--- src/rtl/ram_access_ctrl.sv ---
// ram_access_ctrl: initiator-side controller for a 64x8 single-port synchronous RAM.
// Host requests (read / write / fill) arrive over a valid/ready handshake. The
// controller drives the RAM pins and returns read data over a valid/ready
// response channel. The RAM's registered output is captured one cycle after
// its address is presented.
module ram_access_ctrl #(
    parameter int ADDR_W = 6,
    parameter int DATA_W = 8
) (
    input  logic              clk,
    input  logic              rst,
    input  logic              req_valid,
    output logic              req_ready,
    input  logic [1:0]        req_op,
    input  logic [ADDR_W-1:0] req_addr,
    input  logic [DATA_W-1:0] req_wdata,
    output logic              rsp_valid,
    input  logic              rsp_ready,
    output logic [DATA_W-1:0] rsp_data,
    output logic              fill_done,
    output logic              busy,
    output logic              mem_we,
    output logic [ADDR_W-1:0] mem_addr,
    output logic [DATA_W-1:0] mem_din,
    input  logic [DATA_W-1:0] mem_dout
);

    localparam int DEPTH = 2 ** ADDR_W;

    localparam logic [1:0] OP_READ  = 2'b00;
    localparam logic [1:0] OP_WRITE = 2'b01;
    localparam logic [1:0] OP_FILL  = 2'b10;

    typedef enum logic [2:0] {
        IDLE,
        WR,
        RD,
        RD_WAIT,
        RESP,
        FILL
    } state_t;

    state_t            state;
    state_t            state_nxt;
    logic [ADDR_W-1:0] fill_cnt;
    logic              accept;
    logic              fill_last;

    // mem_addr and mem_din double as the latched request address and data,
    // so they naturally hold their last values whenever the RAM is idle.
    assign req_ready = (state == IDLE) && !rst;
    assign accept    = req_valid && req_ready;
    assign fill_last = (fill_cnt == ADDR_W'(DEPTH - 1));
    assign busy      = (state != IDLE);
    assign mem_we    = !rst && ((state == WR) || (state == FILL));

    // State register; reset aborts whatever operation is in flight.
    always_ff @(posedge clk) begin
        if (rst) begin
            state <= IDLE;
        end else begin
            state <= state_nxt;
        end
    end

    // Next-state decode: reserved op 11 is accepted but leaves the FSM in IDLE.
    always_comb begin
        state_nxt = state;
        case (state)
            IDLE: begin
                if (accept) begin
                    case (req_op)
                        OP_READ:  state_nxt = RD;
                        OP_WRITE: state_nxt = WR;
                        OP_FILL:  state_nxt = FILL;
                        default:  state_nxt = IDLE;
                    endcase
                end
            end
            WR:      state_nxt = IDLE;
            RD:      state_nxt = RD_WAIT;
            RD_WAIT: state_nxt = RESP;
            RESP: begin
                if (rsp_ready) begin
                    state_nxt = IDLE;
                end
            end
            FILL: begin
                if (fill_last) begin
                    state_nxt = IDLE;
                end
            end
            default: state_nxt = IDLE;
        endcase
    end

    // Datapath: latch the request, walk the fill counter, capture read data and
    // hold the response until the host takes it.
    always_ff @(posedge clk) begin
        if (rst) begin
            rsp_valid <= 1'b0;
            rsp_data  <= '0;
            fill_done <= 1'b0;
            fill_cnt  <= '0;
            mem_addr  <= '0;
            mem_din   <= '0;
        end else begin
            fill_done <= 1'b0;
            case (state)
                IDLE: begin
                    if (accept) begin
                        case (req_op)
                            OP_READ: begin
                                mem_addr <= req_addr;
                            end
                            OP_WRITE: begin
                                mem_addr <= req_addr;
                                mem_din  <= req_wdata;
                            end
                            OP_FILL: begin
                                mem_addr <= '0;
                                mem_din  <= req_wdata;
                                fill_cnt <= '0;
                            end
                            default: begin
                            end
                        endcase
                    end
                end
                RD_WAIT: begin
                    rsp_data  <= mem_dout;
                    rsp_valid <= 1'b1;
                end
                RESP: begin
                    if (rsp_ready) begin
                        rsp_valid <= 1'b0;
                    end
                end
                FILL: begin
                    if (fill_last) begin
                        fill_cnt  <= '0;
                        fill_done <= 1'b1;
                    end else begin
                        fill_cnt <= fill_cnt + ADDR_W'(1);
                        mem_addr <= fill_cnt + ADDR_W'(1);
                    end
                end
                default: begin
                end
            endcase
        end
    end

endmodule

--- config.mk ---
export PLATFORM = sky130hd
export DESIGN_NAME = ram_access_ctrl
export DESIGN_NICKNAME = d
export VERILOG_FILES = /design/src/rtl/ram_access_ctrl.sv
export SDC_FILE = /design/constraint.sdc
export NUM_CORES = 1
export LEC_CHECK = 0
export CORE_UTILIZATION = 41
export DETAILED_ROUTE_END_ITERATION = 6
export HOLD_SLACK_MARGIN = 0.06
export MAX_ROUTING_LAYER = met4
export PLACE_DENSITY_LB_ADDON = 0.05
export RECOVER_POWER = 50
export SYNTH_ARGS = -nofsm -noshare
export SYNTH_HDL_FRONTEND = slang
export SYNTH_SLANG_ARGS = --single-unit
export TNS_END_PERCENT = 5
--- constraint.sdc ---
create_clock -name clk -period 1.73 [get_ports clk]
set_input_delay 0.346 -clock clk [delete_from_list [all_inputs] [get_ports clk]]
set_output_delay 0.346 -clock clk [all_outputs]
set_load 0.005 [all_outputs]
==> flow_summary_export.csv <==
group,metric,value,unit
logic_synthesis,seq_area_frac_synth,0.405,
grt,grt_antenna_before_repair,0,
worst_setup_path,setup.worst_path.end,"busy",
logic_synthesis,synth_area_leader_cell,"dfxtp_1",
floorplanning,die_width,65.1,um
detailed_routing,drc,0,
power,sw_frac_of_total,0.223,
logic_synthesis,synth_cells,189,
logic_synthesis,synthMostInstantiatedCell,"dfxtp_1",
clock_network,cts_max_level,2,
timing,fin_crit_sh,0.958,
logic_synthesis,ys_top_cells_by_count,"dfxtp_1 (33), nand2_1 (29), a21oi_1 (19)",
power,p_switching,0.451,mW
worst_setup_path,end_kind,"output pin",
floorplanning,core,0.00374,mm^2
logic_synthesis,post_synth.cell_area_avg,8.63,um^2
clock_network,cts_hold_buf,0,
power,power.density,804,mW/mm^2
detailed_routing,drtPass1Iterations,4,
clock_network,cts_tree,"yes",
timing,worstMarginPinSlew,0.614,ns
clock_network,clockRootBuffer,"clkbuf_8",
worst_setup_path,regToRegStartpoint,"state[1]",
worst_setup_path,required,1.38,ns
worst_setup_path,path_class,"flip-flop to output pin",
grt,grt_start_max_net_pins,31,
detailed_routing,wirelength,4130,um
worst_setup_path,arrival,1.31,ns
detailed_routing,vias_per_cell,5.20,
detailed_routing,via_count,1618,
placed_design,hpwl,3080,um
power,p_seq_frac,0.398,
power,p_clk_frac,0.420,
logic_synthesis,synth_area_leaders,"dfxtp_1 (41%), mux2i_1 (7.4%), nand2_1 (6.7%)",
logic_synthesis,synth_top_area_share,0.405,
placed_design,portBuffers,54,
floorplanning,initial_core_util,0.435,
worst_setup_path,critPathTopFamily,"buffers and inverters",
timing,rsz0062_at_grt,"true",
power,power.share.combinational,0.181,
layout,layout-drive-gt1-share,0.198,
worst_setup_path,cp-start-kind,"flip-flop",
detailed_routing,wl_per_cell,13.3,um
worst_setup_path,reg2reg_depth,7,
floorplanning,dieArea,0.00423,mm^2
floorplanning,rows,22,
layout,area_delta_synth_final,54.6,%
min_path,min_from,"rsp_data[6]",
clock_network,cts_inserted_buffers,5,
detailed_routing,antenna_left,0,
logic_synthesis,yosys_warnings,0,
timing,skew,0.00254,ns
clock_network,clock_latency,0.29,ns
worst_setup_path,crit_start,"state[1]",
clock_network,cts_buffer_depth,2,
worst_setup_path,cp.buffers_inverters,3,
power,p_int,1.57,mW
layout,final_area,0.00252,mm^2
timing,relSlewSlack,0.589,
status,status,"finished clean",
grt,track_usage,0.224,
grt,grt_pass1_vias,1589,
layout,insertedDiodeCount,0,
worst_setup_path,slowest_delay,0.34,ns
layout,nFillCells,308,
clock_network,cts.clk_slew.worst_paths,0.07,ns
timing,setup_viol,0,
logic_synthesis,synth_seq_cells,33,
floorplanning,die_y,65.1,um
logic_synthesis,synth_area,0.00163,mm^2
floorplanning,io_pins,55,
logic_synthesis,async_reset_ff_frac,0,
clock_network,cts_sinks,33,
worst_setup_path,r2r_slack,0.08,ns
grt,grt_pass1_wl,7010,um
timing,period_minus_slack,1.66,ns
worst_setup_path,cp.depth,4,
power,ir_worst_vdd,0.486,mV
logic_synthesis,syn_nets,221,
power,leakage,1.06,nW
detailed_routing,drt_iter0_drc,69,
timing,holdWs,0.451,ns
layout,fin_nets,294,
logic_synthesis,synth_edf_count,0,
worst_setup_path,crit_chain,"buf_4 -> nor3_4 -> inv_1 -> dlygate4sd2_1",
min_path,hp-class,"flip-flop to flip-flop",
grt,overflow,0,
placed_design,finalWeightedCongestion,0.891,
worst_setup_path,worstPathMaxFanout,8,
timing,fmax,603,MHz
placed_design,post_dp_cell_area,0.00235,mm^2
logic_synthesis,ys_types,43,
timing,slew_viol_final,0,
worst_setup_path,cpMaxStageDelayCell,"dfxtp_1",
timing,finalHoldViolCount,0,
worst_setup_path,r2r-end,"mem_addr[5]",
flow_run,drv_cap,0,
logic_synthesis,synth_ff_type,"dfxtp_1",
power by group through the flow:
| stage | registers (mW) | logic (mW) | clock network (mW) |
|---|---|---|---|
| after floorplan | 0.824 | 0.161 | 0 |
| after global placement | 0.821 | 0.359 | 0 |
| after detailed placement | 0.822 | 0.364 | 0 |
| after CTS | 0.807 | 0.368 | 0.874 |
| after global routing | 0.810 | 0.397 | 0.917 |
| final | 0.807 | 0.367 | 0.851 |
through the flow:
stage,power (mW),std cells,TNS [ns],worst slack [ns],util
after global routing,2.12,311,-0.0125,-0.0125,0.673
after detailed placement,1.19,302,-5.73,-0.349,0.627
after CTS,2.05,310,0,0.00503,0.668
final,2.03,311,0,0.0722,0.673
after global placement,1.18,302,-4.54,-0.286,0.627
after floorplan,0.985,189,0,0.0450,-
registers in the layout, indices dropped and copies added, names as in the netlist:
name and flops:
state 3, fill_cnt 6, rsp_data 8, fill_done 1, mem_addr 6, rsp_valid 1, mem_din 8
tightest hold or removal path, cell delays in order, from the launching register on:
cell and delay (ns):
dfxtp_1 0.30, nand2_1 0.05, a21oi_1 0.05
final cells by class:
type / instances / area (um^2) / area share
Inverter: 7 / 26.3 / 0.0104
Clock buffer: 5 / 68.8 / 0.0273
Multi-Input combinational cell: 138 / 918 / 0.364
Clock inverter: 3 / 65.1 / 0.0258
Timing Repair Buffer: 77 / 718 / 0.285
Tap cell: 48 / 60.1 / 0.0238
Sequential cell: 33 / 663 / 0.263
routing by layer:
metal / global-route usage / routed length (um) / part of all wire
met2: 0.393 / 2110 / 0.51
met4: 0.101 / 61 / 0.015
met5: - / 0 / 0
met3: 0.0423 / 232 / 0.056
met1: 0.243 / 1720 / 0.42
worst min-delay path by stage:
| stage | endpoint | slack [ns] | cells past startpoint |
|---|---|---|---|
| 6_report | rsp_data[6] | 0.45 | 2 |
| 5_1_grt | rsp_data[3] | 0.48 | 2 |
| 4_1_cts | rsp_data[6] | 0.46 | 2 |
| 3_5_place_dp | rsp_data[6] | 0.45 | 2 |
| 3_3_place_gp | rsp_data[2] | 0.44 | 2 |
| 2_1_floorplan | rsp_data[0] | 0.45 | 2 |
cell families after synthesis:
| kind of cell | after synthesis | share of synthesized area |
|---|---|---|
| compound gates | 46 | 0.198 |
| xor+xnor | 2 | 0.0107 |
| fa+ha+maj | 4 | 0.0307 |
| buf+inv | 18 | 0.0545 |
| flops | 33 | 0.405 |
| mux | 14 | 0.0921 |
| simple gates | 72 | 0.209 |
repair_timing:
action                                  in CTS  in global routing
hold endpoints to repair                     0                  0
gates resized for setup                      8                 10
cloned                                       0                  0
pin swaps                                    1                  8
endpoints found under the setup margin       9                 13
buffers inserted                             0                  1
cells in the final DEF, fill, tap and decap left out, types with 2 or more instances in the layout:
master | synthesis | final
clkbuf_8 | 0 | 5
mux2_4 | 2 | 2
buf_4 | 1 | 21
o21ai_0 | 8 | 8
a211o_1 | 2 | 2
dfxtp_1 | 33 | 31
o211a_1 | 2 | 2
dlygate4sd3_1 | 0 | 14
mux2i_1 | 12 | 12
dlygate4sd2_1 | 0 | 3
nand3_1 | 7 | 7
dfxtp_2 | 0 | 2
inv_1 | 7 | 6
a21oi_1 | 19 | 18
nor3_1 | 6 | 4
nor2_1 | 16 | 16
nand2b_1 | 2 | 2
a31oi_1 | 2 | 2
clkdlybuf4s50_1 | 0 | 34
o21a_1 | 2 | 2
o211ai_1 | 2 | 2
ha_1 | 4 | 3
dlymetal6s2s_1 | 0 | 3
nand2_1 | 29 | 28
bufinv_16 | 0 | 2
nor2b_1 | 2 | 2
nor3_2 | 1 | 2
(Power assumes the default switching activity.)
